### config.mk
export PLATFORM = sky130hd
export DESIGN_NAME = alu_share_arbiter
export DESIGN_NICKNAME = d
export VERILOG_FILES = /design/src/rtl/alu_share_arbiter.sv
export SDC_FILE = /design/constraint.sdc
export NUM_CORES = 1
export LEC_CHECK = 0
export CAP_MARGIN = 10
export CORE_UTILIZATION = 45
export DETAILED_ROUTE_END_ITERATION = 6
export PLACE_DENSITY = 0.79
export SYNTH_ARGS = -nofsm -noshare
export SYNTH_HDL_FRONTEND = slang
export SYNTH_SLANG_ARGS = --single-unit
### constraint.sdc
create_clock -name clk -period 7.75 [get_ports clk]
set_clock_uncertainty 0.15 [all_clocks]
set_input_delay 1.1625 -clock clk [delete_from_list [all_inputs] [get_ports clk]]
set_output_delay 1.1625 -clock clk [all_outputs]
set_load 0.005 [all_outputs]
### src/rtl/alu_share_arbiter.sv
// Two-requester arbiter sharing a single four-function ALU; one operation in flight,
// result held in a registered response slot until the consumer accepts it.
module alu_share_arbiter #(
  parameter int WIDTH      = 18,
  parameter bit FIXED_PRIO = 1'b0
) (
  input  logic             clk,
  input  logic             rst,
  input  logic             req0_valid,
  output logic             req0_ready,
  input  logic [WIDTH-1:0] req0_a,
  input  logic [WIDTH-1:0] req0_b,
  input  logic [1:0]       req0_op,
  input  logic             req1_valid,
  output logic             req1_ready,
  input  logic [WIDTH-1:0] req1_a,
  input  logic [WIDTH-1:0] req1_b,
  input  logic [1:0]       req1_op,
  output logic             rsp_valid,
  input  logic             rsp_ready,
  output logic             rsp_id,
  output logic [WIDTH-1:0] rsp_data,
  output logic             rsp_zero,
  output logic             busy
);

  typedef enum logic [1:0] {IDLE, EXEC, RESP} state_t;

  state_t           state_q, state_d;
  logic [WIDTH-1:0] a_q, a_d, b_q, b_d, data_q, data_d;
  logic [1:0]       op_q, op_d;
  logic             id_q, id_d, last_q, last_d, zero_q, zero_d;
  logic             grant0, grant1;
  logic [WIDTH-1:0] alu_y;

  // Ties go to whoever was not served last, unless requester 0 is hard-wired to win.
  always_comb begin
    grant0 = 1'b0;
    grant1 = 1'b0;
    if (state_q == IDLE && !rst) begin
      if (req0_valid && (!req1_valid || FIXED_PRIO || last_q))
        grant0 = 1'b1;
      else if (req1_valid)
        grant1 = 1'b1;
    end
  end

  always_comb begin
    alu_y = '0;
    case (op_q)
      2'b00: alu_y = a_q + b_q;
      2'b01: alu_y = a_q & b_q;
      2'b10: alu_y = ~(a_q & b_q);
      2'b11: alu_y = ~(a_q | b_q);
      default: alu_y = '0;
    endcase
  end

  always_comb begin
    state_d = state_q;
    a_d     = a_q;
    b_d     = b_q;
    op_d    = op_q;
    id_d    = id_q;
    last_d  = last_q;
    data_d  = data_q;
    zero_d  = zero_q;
    case (state_q)
      IDLE: begin
        if (grant0) begin
          a_d     = req0_a;
          b_d     = req0_b;
          op_d    = req0_op;
          id_d    = 1'b0;
          last_d  = 1'b0;
          state_d = EXEC;
        end else if (grant1) begin
          a_d     = req1_a;
          b_d     = req1_b;
          op_d    = req1_op;
          id_d    = 1'b1;
          last_d  = 1'b1;
          state_d = EXEC;
        end
      end
      EXEC: begin
        data_d  = alu_y;
        zero_d  = (alu_y == '0);
        state_d = RESP;
      end
      RESP: begin
        if (rsp_ready)
          state_d = IDLE;
      end
      default: state_d = IDLE;
    endcase
  end

  // last_q resets to 1 so requester 0 wins the first tie.
  always_ff @(posedge clk or posedge rst) begin
    if (rst) begin
      state_q <= IDLE;
      a_q     <= '0;
      b_q     <= '0;
      op_q    <= 2'b00;
      id_q    <= 1'b0;
      last_q  <= 1'b1;
      data_q  <= '0;
      zero_q  <= 1'b0;
    end else begin
      state_q <= state_d;
      a_q     <= a_d;
      b_q     <= b_d;
      op_q    <= op_d;
      id_q    <= id_d;
      last_q  <= last_d;
      data_q  <= data_d;
      zero_q  <= zero_d;
    end
  end

  assign req0_ready = grant0;
  assign req1_ready = grant1;
  assign rsp_valid  = (state_q == RESP);
  assign rsp_id     = id_q;
  assign rsp_data   = data_q;
  assign rsp_zero   = zero_q;
  assign busy       = (state_q != IDLE);

endmodule

-- Word level (Yosys, flattened, before mapping)
Index checks and enable logic that the tools add are counted.
- word-level logic and storage cells: 50
- output and inout port bits: 24
- input port bits: 81
- bits in registers: 61
- multiplexer cells: 18
- bitwise operators: 4
- equal/unequal tests: 7
- $add $sub $neg: 1
- reduce and logical (&&, ||, !) cells: 12
- operator list (cell ; number):
    two-way mux 18 bit ; 4
    one-hot mux 18 bit (4 select lines) ; 1
    NOT 18 bit ; 2
    adder 18 bit ; 1
    AND 18 bit ; 1
    zero test 18 bit ; 1
    bitwise OR 18 bit ; 1
    two-way mux 2 bit ; 5
    two-way mux 1 bit ; 7
    equality test 2 bit, second input constant ; 3
    one-hot mux 2 bit (3 select lines) ; 1
    equality test 2 x 1 -> 1 bit, second input constant ; 2
    zero test 2 bit ; 2
    AND reduction 2 bit ; 2
    nonzero test 2 bit ; 2
    != test 3 bit, second input constant ; 1
    logical AND 1 bit ; 2
    zero test 1 bit ; 2
    != test 2 x 1 -> 1 bit, second input constant ; 1
    logical OR 1 bit ; 1

-- Depth between registers and ports, before layout
Gate-level depths: netlist of run 1.
- word-level depth: 8
- gate-level depth with buffers: 11
- gate-level depth less buffers: 10

-- Least setup slack after synthesis of run 1
No wires, ideal clock.
- path type: reg-to-reg
- from: register a_q[0]
- to: register zero_q (netlist: rsp_zero)
- path buffers: 0
- cell stages (with the launch flop): 11
- setup time: 0.092 ns
- data required time: 7.508 ns
- slack: 4.452 ns
- arrival time: 3.057 ns
- period minus slack after synthesis: 3.298 ns
- cells stage by stage: dfrtp_1 > ha_1 > fa_1 > a211oi_2 > o21ai_1 > and3_1 > o311ai_0 > nand4_1 > a2111o_1 > or4b_1 > o31ai_2
- longest elaborated chain between the ends: 4
- elaborated cells between the ends (all ways): 7
- those cells by class: 1 x add/sub; 1 x mux; 4 x bitwise; 1 x reduce/logical
- ends and longest elaborated chain (element ; line ; source):
    start: declaration ; 30 ; logic [WIDTH-1:0] a_q, a_d, b_q, b_d, data_q, data_d;
    start signal: assignment ; 103 ; a_q <= '0;
    start signal: assignment ; 112 ; a_q <= a_d;
    parallel branches: the longest is 2 deep, another holds adder 18 bit ; n/a ;
    one-hot mux 18 bit (4 select lines) * ; 50 ; case (op_q)
    zero test 18 bit * ; 88 ; zero_d = (alu_y == '0);
    end signal: assignment ; 118 ; zero_q <= zero_d;
    end: declaration ; 32 ; logic id_q, id_d, last_q, last_d, zero_q, zero_d;
Mark *: on every way between the ends.
A chain may end at the register's enable or synchronous reset.

-- Final worst setup path of run 1
- from: input port rst
- to: output port req0_ready
- longest elaborated chain between the ends: 3
- ends and longest elaborated chain (element ; line ; source):
    start: declaration ; 8 ; input logic rst,
    zero test 1 bit (no source line) ; n/a ;
    logical AND 1 bit ; 40 ; if (state_q == IDLE && !rst) begin
    two-way mux 1 bit ; 40 ;
    end: declaration ; 10 ; output logic req0_ready,
No other way between the ends.

==> results.py, run 1 <==
metrics = {
    "global_routing": {
        "grtUsageTotal": 0.222,
        "grt_overflow_total": 0,
        "grt_pass1_vias": 3846,
        "grt_max_degree": 78,
        "antenna_found_initial": 0,
        "grt_pass1_wl_um": 17900,
    },
    "drt": {
        "wl_per_cell_um": 13.8,
        "first_iter_violations": 212,
        "drc": 0,
        "ant_nets": 0,
        "wirelength_um": 10900,
        "via_per_inst": 5.40,
        "drt_pass1_iterations": 5,
        "vias": 4268,
    },
    "power_and_ir_drop": {
        "power_frac_comb": 0.597,
        "p_leak_nw": 2.66,
        "seqPwrFrac": 0.262,
        "clockPowerShare": 0.141,
        "powerDensity_nw_per_um2": 394,
        "power_mw": 2.28,
        "p_sw_frac": 0.448,
        "switchingPower_mw": 1.02,
        "p_int_mw": 1.26,
        "ir_worst_vdd_mv": 0.163,
    },
    "final_layout": {
        "num_antenna_cells": 0,
        "fin_util": 0.594,
        "nNetsFinal": 771,
        "syn2layout_area_growth_pct": 29.0,
        "drive_gt1_frac": 0.0608,
        "final_cells": 791,
        "final_area_um2": 5780,
    },
    "synthesis": {
        "ys_seq_elements": 61,
        "synth_top_area_cell": "dfrtp_1",
        "yosysTopAreaCellShare": 0.335,
        "yosysMostFrequentCell": "nand2_1",
        "async_reset_ff_frac": 1.00,
        "ys.flop_type": "dfrtp_1",
        "synth_area_leaders": "dfrtp_1, ha_1, nand2_1, a31oi_1, nor2_1",
        "yosysUniqueCellTypes": 60,
        "seq_area_frac_synth": 0.341,
        "syn_area_um2": 4480,
        "ys_top_cells_by_count": "nand2_1, dfrtp_1, nor2_1, a31oi_1, inv_1",
        "synth_nets": 685,
        "syn_avg_cell_area_um2": 7.90,
        "synth_warnings": 0,
        "syn_inst": 567,
        "synth-edff-count": 0,
    },
    "clock_tree": {
        "cts.sinks": 61,
        "cts_tree": "yes",
        "cts_made_buffers": 9,
        "cts_max_path_buffers": 2,
        "cts-root-buf": "clkbuf_8",
        "postCtsHoldBufs": 0,
        "cts_resized": 0,
        "clk_latency_ns": 0.35,
        "post-cts-setup-buffers": 0,
        "path_clk_slew_ns": 0.06,
        "htree_levels": 3,
    },
    "worst_setup_path": {
        "r2r_setup_slack_ns": 3.98,
        "critPathLaunchType": "primary input",
        "slowest_stage": "inv_1",
        "cp.required_ns": 6.44,
        "crit_type": "in2out",
        "crit_path_frequent_cell": "clkdlybuf4s50_1",
        "worstPathCellList": "clkdlybuf4s50_1 > nor2_1 > nand3_1 > buf_4 > inv_1 > clkdlybuf4s50_1",
        "crit_path_max_fanout": 39,
        "max_stage_delay_ns": 0.87,
        "cp-end-kind": "output port",
        "worstPathArrival_ns": 3.80,
    },
    "sta": {
        "fin_crit_sh": 0.660,
        "tightest_slew_ns": 1.15,
        "setup_viol": 0,
        "finalHoldViolations": 0,
        "finalCriticalPeriod_ns": 5.11,
        "tns_ns": 0,
        "grt_setup_unrepaired": "false",
        "fmax_mhz": 196,
        "max_slew_margin": 0.236,
        "report.final.slew_viol_count": 0,
    },
    "floorplan": {
        "die_w_um": 102,
        "ios": 105,
        "start_util": 0.461,
        "rows": 36,
        "die_y_um": 102,
        "fp.dieArea_um2": 10400,
        "core_um2": 9730,
    },
    "placed_design": {
        "port_buffers": 104,
        "placed_cell_area_um2": 5560,
        "gp_congestion": 0.887,
        "dpl.hpwl_um": 8350,
        "dp_cells": 775,
    },
    "run_status": {
        "status": "completed",
    },
    "hold_path": {
        "min-delay-path-class": "reg2reg",
    },
    "run": {
        "drv_cap": 0,
    },
}
## kinds of logic (layout without fill, tap and decap cells)
family,Yosys count,in the layout,synth area share
mux,14,14,0.0330
buf+inv,79,170,0.0754
fa+ha+maj,37,37,0.105
flops,61,61,0.341
simple gates,218,218,0.210
xor+xnor,5,5,0.00977
compound gates,153,153,0.226
## power by group through the flow
stage	Combinational [mW]	Clock (mW)	Sequential, mW
floorplan	1.01	0	0.547
global placement	1.30	0	0.595
detailed placement	1.34	0	0.604
CTS	1.35	0.328	0.598
global route	1.52	0.344	0.621
finish	1.36	0.321	0.597
## routing by layer
metal	track usage	vias to the layer above	share of wire	wire length, um
met5	0	-	0	0
met4	0.0936	0	0.016	178
met3	0.0283	12	0.045	495
met2	0.356	111	0.46	5050
met1	0.303	2001	0.48	5190
li1	-	2144	-	-
## flip-flops by register name (all words and copies together) (netlist names)
register  count
b_q          18
rsp_id        1
rsp_data     18
a_q          18
last_q        1
rsp_zero      1
state_q       2
op_q          2
## path summary, 6_finish.rpt
check                                    end   startpoint  depth (start not counted)
max in group asynchronous             b_q[2]          rst                          3
worst min-delay path             rsp_data[6]  rsp_data[6]                          1
worst max-delay path              req0_ready          rst                          6
worst min register to register   rsp_data[6]  rsp_data[6]                          1
worst max register to register      rsp_zero       a_q[0]                         10
min in group asynchronous       rsp_data[14]          rst                          3
## cell type report
cell class	instances	area [um^2]
multi-input cells	427	2620
repair buffers	108	1070
clock inverters	4	70.1
fillers	908	3950
clock buffers	12	155
flip-flops and latches	61	1530
inverters	46	175
well taps	133	166
## critical path: cells and delay by family
family | cells | cell delay (ns)
buf+inv | 4 | 2.25
simple gates | 2 | 0.37
## placed cells by master, fill, tap and decap left out, types with 3 or more instances in the layout
| master | netlist | layout |
|---|---|---|
| nand2_1 | 112 | 112 |
| clkdlybuf4s50_1 | 0 | 104 |
| nor2_1 | 60 | 60 |
| dfrtp_1 | 60 | 60 |
| a31oi_1 | 45 | 45 |
| inv_1 | 43 | 42 |
| ha_1 | 36 | 36 |
| o21ai_0 | 27 | 27 |
| a21oi_1 | 21 | 21 |
| a21o_1 | 11 | 11 |
| nand2b_1 | 11 | 11 |
| clkbuf_8 | 0 | 11 |
| mux2i_1 | 8 | 8 |
| nand3_1 | 6 | 6 |
| nand4_1 | 6 | 6 |
| o211ai_1 | 6 | 6 |
| mux2_2 | 6 | 6 |
| or3_1 | 5 | 5 |
| a211oi_1 | 5 | 5 |
| xor2_1 | 4 | 4 |
| nor2b_1 | 4 | 4 |
| o21ai_1 | 4 | 4 |
| and3_1 | 4 | 4 |
| buf_4 | 6 | 4 |
| or2_2 | 3 | 3 |
| inv_2 | 2 | 3 |
| o2111ai_1 | 3 | 3 |
| a221oi_1 | 3 | 3 |
| nor3_1 | 3 | 3 |
| a211o_1 | 3 | 3 |
## metrics by stage
| step | hold WS, ns | setup slack [ns] |
|---|---|---|
| after global placement | 0.310 | 2.71 |
| after floorplan | 0.315 | 4.45 |
| after CTS | 0.331 | 2.66 |
| final | 0.328 | 2.64 |
| after global routing | 0.347 | 2.51 |
| after detailed placement | 0.317 | 2.66 |
(Power assumes the default switching activity.)
==> inputs of run 2 (changes only) <==
Clock period 7.75 ns to 5.1 ns, I/O delays scaled along.
==> run 2 against run 1 <==
  * Total power increased by 51%
  * Sequential share of layout area about the same
  * Register-to-register slack got worse by 2.6 ns
  * Sequential power increased by 49%
  * Via count increased by 2.3%
  * Critical endpoint is now rsp_zero
  * Largest cell class unchanged
==> results.py, run 2 (same netlist as run 1, synthesis figures left out) <==
metrics = {
    "run_status": {
        "status": "completed",
    },
    "global_routing": {
        "grt_pass1_wl_um": 19400,
        "antenna_found_initial": 0,
        "grt_max_degree": 62,
        "grtUsageTotal": 0.241,
        "grt_pass1_vias": 4124,
        "grt_overflow_total": 0,
    },
    "power_and_ir_drop": {
        "switchingPower_mw": 1.58,
        "seqPwrFrac": 0.259,
        "p_leak_nw": 2.67,
        "ir_worst_vdd_mv": 0.206,
        "power_mw": 3.43,
        "clockPowerShare": 0.124,
        "p_sw_frac": 0.460,
        "p_int_mw": 1.85,
        "power_frac_comb": 0.618,
        "powerDensity_nw_per_um2": 594,
    },
    "clock_tree": {
        "cts-root-buf": "clkbuf_8",
        "cts_max_path_buffers": 2,
        "cts_resized": 0,
        "path_clk_slew_ns": 0.07,
        "htree_levels": 3,
        "clk_latency_ns": 0.34,
        "cts_made_buffers": 9,
        "postCtsHoldBufs": 0,
        "post-cts-setup-buffers": 0,
        "cts_tree": "yes",
        "cts.sinks": 61,
    },
    "sta": {
        "fin_crit_sh": 0.720,
        "setup_viol": 0,
        "finalCriticalPeriod_ns": 3.67,
        "max_slew_margin": 0.424,
        "tns_ns": 0,
        "report.final.slew_viol_count": 0,
        "holdWs_ns": 0.327,
        "finalHoldViolations": 0,
        "fmax_mhz": 272,
        "tightest_slew_ns": 0.861,
        "grt_setup_unrepaired": "false",
    },
    "drt": {
        "wl_per_cell_um": 14.7,
        "via_per_inst": 5.49,
        "drt_pass1_iterations": 5,
        "ant_nets": 0,
        "first_iter_violations": 243,
        "vias": 4368,
        "wirelength_um": 11700,
        "drc": 0,
    },
    "worst_setup_path": {
        "max_stage_delay_ns": 0.53,
        "cp-end-kind": "register",
        "crit_type": "reg2reg",
        "slowest_stage": "or4b_1",
        "cp.buffers_inverters": 0,
        "worstPathCellList": "ha_1 > fa_1 > a211oi_2 > o21ai_1 > and3_1 > o311ai_0 > nand4_1 > a2111o_1 > or4b_1 > o31ai_2",
        "crit_path_max_fanout": 5,
        "cp.required_ns": 5.19,
        "worstPathArrival_ns": 3.76,
        "critPathTopFamily": "compound AO/OA/AOI/OAI gates",
        "critPathLaunchType": "register",
    },
    "placed_design": {
        "port_buffers": 104,
        "dpl.hpwl_um": 9080,
        "dp_cells": 779,
        "gp_congestion": 0.845,
        "placed_cell_area_um2": 5590,
    },
    "run": {
        "drv_cap": 0,
    },
    "floorplan": {
        "start_util": 0.461,
        "die_w_um": 102,
        "fp.dieArea_um2": 10400,
        "rows": 36,
        "core_um2": 9730,
        "ios": 105,
        "die_y_um": 102,
    },
    "final_layout": {
        "final_cells": 795,
        "drive_gt1_frac": 0.0665,
        "syn2layout_area_growth_pct": 28.9,
        "fillers": 932,
        "nNetsFinal": 775,
        "final_area_um2": 5780,
        "num_antenna_cells": 0,
        "layout_common_cells": "nand2_1, clkdlybuf4s50_1, nor2_1, dfrtp_1, a31oi_1",
        "final_common_cell": "nand2_1",
    },
    "hold_path": {
        "min-delay-path-class": "reg2reg",
    },
}
## run 2: path summary, 6_finish.rpt
check	cells past startpoint	startpoint	endpoint	slack, ns
worst min register to register	1	rsp_id	rsp_id	0.33
worst max-delay path	10	a_q[0]	rsp_zero	1.43
max in group asynchronous	3	rst	rsp_data[0]	3.46
worst max register to register	10	a_q[0]	rsp_zero	1.43
worst min-delay path	1	rsp_id	rsp_id	0.33
min in group asynchronous	3	rst	a_q[14]	0.84
## run 2: cell type report
cell class / count / area, um^2 / area share
Sequential cell: 61 / 1530 / 0.264
Inverter: 46 / 175 / 0.0303
Tap cell: 133 / 166 / 0.0288
Multi-Input combinational cell: 427 / 2620 / 0.453
Timing Repair Buffer: 112 / 1100 / 0.191
Clock inverter: 5 / 50.0 / 0.00866
Clock buffer: 11 / 141 / 0.0245
## run 2: worst register-to-register path, delay by kind of cell, from the launching register on
family / cells / cell delay [ns]
adder cells (fa/ha/maj): 2 / 0.74
AO/OA/AOI/OAI: 5 / 1.40
flip-flops: 1 / 0.41
AND/OR/NAND/NOR: 3 / 0.89
## run 2: power by group through the flow
stage	clock [mW]	combinational [mW]	sequential, mW
after floorplan	0	1.53	0.832
after global placement	0	2.05	0.880
after detailed placement	0	2.09	0.898
after CTS	0.429	2.11	0.889
after global routing	0.454	2.38	0.921
final	0.425	2.12	0.887
## run 2: metal layers
metal	global-route usage	share of wire	up-vias
met1	0.347	0.47	2073
met3	0.0304	0.054	16
met2	0.375	0.46	138
li1	-	-	2141
met4	0.0769	0.015	0
met5	0	0	-
## run 2: metrics by stage
| stage | utilization | setup WS (ns) |
|---|---|---|
| 3_3_place_gp | 0.574 | 1.55 |
| 5_1_grt | 0.594 | 1.21 |
| 3_5_place_dp | 0.574 | 1.51 |
| 4_1_cts | 0.594 | 1.44 |
| 2_1_floorplan | - | 1.80 |
| 6_report | 0.594 | 1.43 |
==> inputs of run 3 (changes only) <==
Settings changed: PLACE_DENSITY 0.79 to 0.82.
Clock period 5.1 ns to 3.15 ns, I/O delays scaled along.
==> run 3 against run 2 <==
  * The flow now finishes with violations (negative setup slack)
  * Highest routed layer unchanged
  * Largest power group unchanged
  * Die area stayed put
  * Sequential cell count stayed put
  * Global-route usage grew 0.65 points
  * Sequential share of layout area shrank 2.0 points
  * Non-clock buffer count grew 49
  * Wire length up 3.8%
==> results.py, run 3 (same netlist as run 1, synthesis figures left out) <==
metrics = {
    "floorplan": {
        "core_um2": 9730,
        "die_y_um": 102,
        "rows": 36,
        "fp.dieArea_um2": 10400,
        "ios": 105,
        "die_w_um": 102,
        "start_util": 0.461,
    },
    "global_routing": {
        "grt_overflow_total": 0,
        "grt_max_degree": 39,
        "grtUsageTotal": 0.247,
        "antenna_found_initial": 0,
        "grt_pass1_vias": 4198,
        "grt_pass1_wl_um": 19800,
    },
    "final_layout": {
        "final_area_um2": 6250,
        "fillers": 881,
        "final_common_cell": "nand2_1",
        "multi_input_area_um2": 2730,
        "fin_util": 0.643,
        "drive_gt1_frac": 0.149,
        "regArea_um2": 1530,
        "nNetsFinal": 824,
        "final_cells": 844,
        "num_antenna_cells": 0,
        "layout_common_cells": "nand2_1, clkdlybuf4s50_1, nor2_1",
        "syn2layout_area_growth_pct": 39.6,
    },
    "clock_tree": {
        "postCtsHoldBufs": 0,
        "cts-root-buf": "clkbuf_8",
        "path_clk_slew_ns": 0.06,
        "htree_levels": 3,
        "cts.sinks": 61,
        "clk_latency_ns": 0.35,
        "cts_made_buffers": 9,
        "cts_tree": "yes",
        "cts_max_path_buffers": 2,
    },
    "sta": {
        "report.final.slew_viol_count": 0,
        "holdWs_ns": 0.325,
        "layout_setup_ws_ns": -0.0435,
        "fin_crit_sh": 1.01,
        "tightest_slew_ns": 0.635,
        "finalHoldViolations": 0,
        "max_slew_margin": 0.576,
        "fmax_mhz": 313,
        "grt_setup_unrepaired": "true",
        "setup_viol": 1,
        "finalCriticalPeriod_ns": 3.19,
    },
    "drt": {
        "drc": 0,
        "wirelength_um": 12200,
        "ant_nets": 0,
        "drt_pass1_iterations": 5,
        "wl_per_cell_um": 14.4,
        "first_iter_violations": 316,
        "via_per_inst": 5.30,
        "vias": 4471,
    },
    "placed_design": {
        "dp_cells": 818,
        "gp_congestion": 0.894,
        "port_buffers": 104,
        "dpl.hpwl_um": 9430,
        "placed_cell_area_um2": 5900,
    },
    "worst_setup_path": {
        "critPathLaunchType": "register",
        "worstPathCellList": "ha_2 > fa_2 > a211oi_2 > o21ai_1 > and3_1 > o311ai_2 > nand4_1 > a2111o_1 > or4b_4 > o31ai_4",
        "cp.buffers_inverters": 0,
        "crit_type": "reg2reg",
        "cp-end-kind": "register",
        "r2r_end": "rsp_zero",
        "worstPathArrival_ns": 3.31,
        "critPathTopFamily": "compound AO/OA/AOI/OAI gates",
        "cp.required_ns": 3.26,
        "r2r_setup_slack_ns": -0.04,
        "max_stage_delay_ns": 0.50,
        "slowest_stage": "or4b_4",
        "rr_startpoint": "b_q[0]",
        "crit_path_max_fanout": 3,
        "rr_worst_depth": 10,
    },
    "hold_path": {
        "hp-start": "rsp_data[8]",
        "min-delay-path-class": "reg2reg",
        "whs_endpoint": "rsp_data[8]",
        "timing.hold.worst_path_depth": 2,
    },
    "run_status": {
        "status": "finished, violations left",
        "violations": "negative setup slack",
    },
    "power_and_ir_drop": {
        "p_leak_nw": 2.90,
        "power_mw": 6.23,
        "powerDensity_nw_per_um2": 997,
        "ir_worst_vdd_mv": 0.356,
    },
    "run": {
        "drv_cap": 0,
    },
}
## run 3: changes by cell type in the layout (fill, tap and decap cells not counted), sizes merged
cell,change
clkinv,-3
buf,+49
bufinv,-1
clkbuf,+4
## run 3: how the worst max path moves through the flow
stage / start / endpoint / slack, ns / depth (start not counted)
final: b_q[0] / rsp_zero / -0.04 / 10
after global routing: a_q[0] / rsp_zero / -0.15 / 11
after detailed placement: b_q[0] / rsp_zero / -0.25 / 10
after global placement: b_q[0] / rsp_zero / -0.18 / 10
after floorplan: b_q[0] / rsp_zero / 0.02 / 10
after CTS: a_q[0] / rsp_zero / -0.10 / 10
## run 3: through the flow
stage	TNS [ns]	setup slack, ns
2_1_floorplan	0	0.0216
3_3_place_gp	-0.178	-0.178
3_5_place_dp	-0.248	-0.248
4_1_cts	-0.103	-0.103
5_1_grt	-0.168	-0.146
6_report	-0.0435	-0.0435
## run 3: final cells by class
class	instances	share of cell area
Clock inverter	1	0.000800
Multi-Input combinational cell	427	0.437
Tap cell	133	0.0266
Inverter	46	0.0280
Sequential cell	61	0.244
Timing Repair Buffer	161	0.237
Clock buffer	15	0.0266
## run 3: layer usage
| layer | vias to the layer above | GRT usage | share of wire | wire [um] |
|---|---|---|---|---|
| li1 | 2242 | - | - | - |
| met1 | 2074 | 0.347 | 0.48 | 5790 |
| met2 | 143 | 0.387 | 0.46 | 5650 |
| met3 | 12 | 0.0262 | 0.043 | 517 |
| met4 | 0 | 0.106 | 0.017 | 210 |
| met5 | - | 0 | 0 | 0 |
## run 3: power by group
part | total [mW] | internal (mW) | switching, mW | leakage (nW)
Clock | 0.627 | 0.329 | 0.298 | 0.0877
Combinational | 4.20 | 1.99 | 2.21 | 2.11
Sequential | 1.40 | 1.12 | 0.280 | 0.702
## run 3: tightest hold or removal path, cell delays in order, from the launching register on
cell	delay [ns]
dfrtp_1	0.34
nand2_1	0.05
o21ai_0	0.06
## run 3: timing repair
item / 4_1_cts / 5_1_grt
setup endpoints to repair: 1 / 2
cloned: 0 / 0
gates resized for setup: 8 / 12
buffers inserted: 7 / 3
pin swaps: 15 / 9
==> RTL edit (settings of run 2) <==
Take the reset off `a_q`, `b_q` and `data_q` and load them in a clocked block of their own.
--- a/src/rtl/alu_share_arbiter.sv
+++ b/src/rtl/alu_share_arbiter.sv
@@ -100,23 +100,23 @@
   always_ff @(posedge clk or posedge rst) begin
     if (rst) begin
       state_q <= IDLE;
-      a_q     <= '0;
-      b_q     <= '0;
       op_q    <= 2'b00;
       id_q    <= 1'b0;
       last_q  <= 1'b1;
-      data_q  <= '0;
       zero_q  <= 1'b0;
     end else begin
       state_q <= state_d;
-      a_q     <= a_d;
-      b_q     <= b_d;
       op_q    <= op_d;
       id_q    <= id_d;
       last_q  <= last_d;
-      data_q  <= data_d;
       zero_q  <= zero_d;
     end
+  end
+
+  always_ff @(posedge clk) begin
+    a_q    <= a_d;
+    b_q    <= b_d;
+    data_q <= data_d;
   end
 
   assign req0_ready = grant0;
Function: differs if rst is asserted again (counterexample within 4 cycles, from zero or initial values and one cycle with rst high); with rst held inactive, the same outputs for 10 cycles.
==> RTL edit against run 2 <==
Cell area increased by 3.5%. Synthesized area up 4.1%. Setup slack improved by 0.084 ns. Wire length down 4.4%. Sequential cell count unchanged. Hold slack worse by 0.0012 ns. Critical endpoint is now req0_ready.
Power is not compared: it rests on default switching activity, and its combinational part moved more than twofold at a synthesized area within 25%.
==> RTL edit: results (changes against run 2) <==
Detailed routing
  • Detailed Route Iter0 Violations: 255 (+4.9%)
  • Total via count after detailed routing: 4188 (-4.1%)
  • Post-detailed-route wirelength per cell: 14.6 um (-1.2%)
  • Wire length on met3: 511 um (-19%)
  • Vias/cell: 5.45 (-0.88%)
  • Met1 wire length: 5410 um (-2.8%)
  • Met2 WL: 5080 um (-5.0%)

Final layout
  • Fill cells: 887 (-4.8%)

GRT
  • Wire length of the first global-routing pass: 19000 um (-1.9%)
  • Met2 usage in global routing: 35.0% (-2.5 points)
  • Met3 Usage GRT: 4.22% (+1.2 points)
  • Met1 capacity usage during global routing: 30.0% (-4.7 points)
  • Number of global-route vias before repair: 3976 (-3.6%)

Critical path
  • Crit path from: rst
  • Maximum net fanout on the critical path: 37 (+32)
  • Reg-to-reg critical path startpoint: op_q[1]
  • Worst Reg-to-Reg Cells: 8 (-2)
  • Critical path data arrival time: 2.67 ns (-1.09 ns)

Place
  • Area after detailed placement: 0.00575 mm^2 (+3.0%)
  • Post-detailed-placement half-perimeter wirelength: 8300 um (-8.5%)
  • Placer Congestion: 0.851 (+0.75%)
  • Setup slack after placement: 1.55 ns (+0.0358 ns)
  • Placed instance count: 753 (-3.3%)

Min path
  • Hold worst-path end: rsp_zero
  • Launch instance of the worst min-delay path: rsp_zero

Synthesis
  • Fraction of synthesized area in multiplexers: 2.98% (-0.32 points)
  • Post-synthesis sequential area ratio: 38.5% (+4.4 points)
  • Net count after synthesis: 662 (-3.4%)
  • Number of different library cells in the post-synthesis netlist: 74 (+23%)
  • Async S/R FF share, synth: 11.5% (-89 points)
  • Cells after Synth: 544 (-4.1%)
  • Commonest cells in the synthesized netlist: 142 x sky130_fd_sc_hd__nand2_1, 54 x sky130_fd_sc_hd__edfxtp_1, 47 x sky130_fd_sc_hd__inv_1
  • Synth top area cells: sky130_fd_sc_hd__edfxtp_1 35%, sky130_fd_sc_hd__nand2_1 11%, sky130_fd_sc_hd__ha_1 9.7%
  • XOR/XNOR share of the synthesized area: 1.31% (+0.34 points)

Timing
  • Minimum clock period after layout: 3.59 ns (-0.0836 ns)
  • Relative slew slack: 51.0% (+8.6 points)

Run status
  • Result of the run: finished, final reports clean
-- RTL edit: where the power goes --
| group | switching [uW] | internal, uW |
|---|---|---|
| logic | 595 | 442 |
| clock network | 194 | 278 |
| registers | 71.0 | 683 |
-- RTL edit: critical path: stages --
cell	delay, ns
sky130_fd_sc_hd__clkdlybuf4s50_1	0.44
sky130_fd_sc_hd__nor2_1	0.18
sky130_fd_sc_hd__nand3_1	0.14
sky130_fd_sc_hd__inv_2	0.48
sky130_fd_sc_hd__clkdlybuf4s50_1	0.63
-- RTL edit: layout make-up --
| type | instances | area [um^2] | area share [%] |
|---|---|---|---|
| Multi-Input combinational cell | 402 | 2530 | 42.4 |
| Clock buffer | 15 | 220 | 3.68 |
| Sequential cell | 61 | 1800 | 30.1 |
| Inverter | 49 | 184 | 3.08 |
| Clock inverter | 1 | 5.00 | 0.0837 |
| Tap cell | 133 | 166 | 2.78 |
| Timing Repair Buffer | 108 | 1070 | 17.9 |
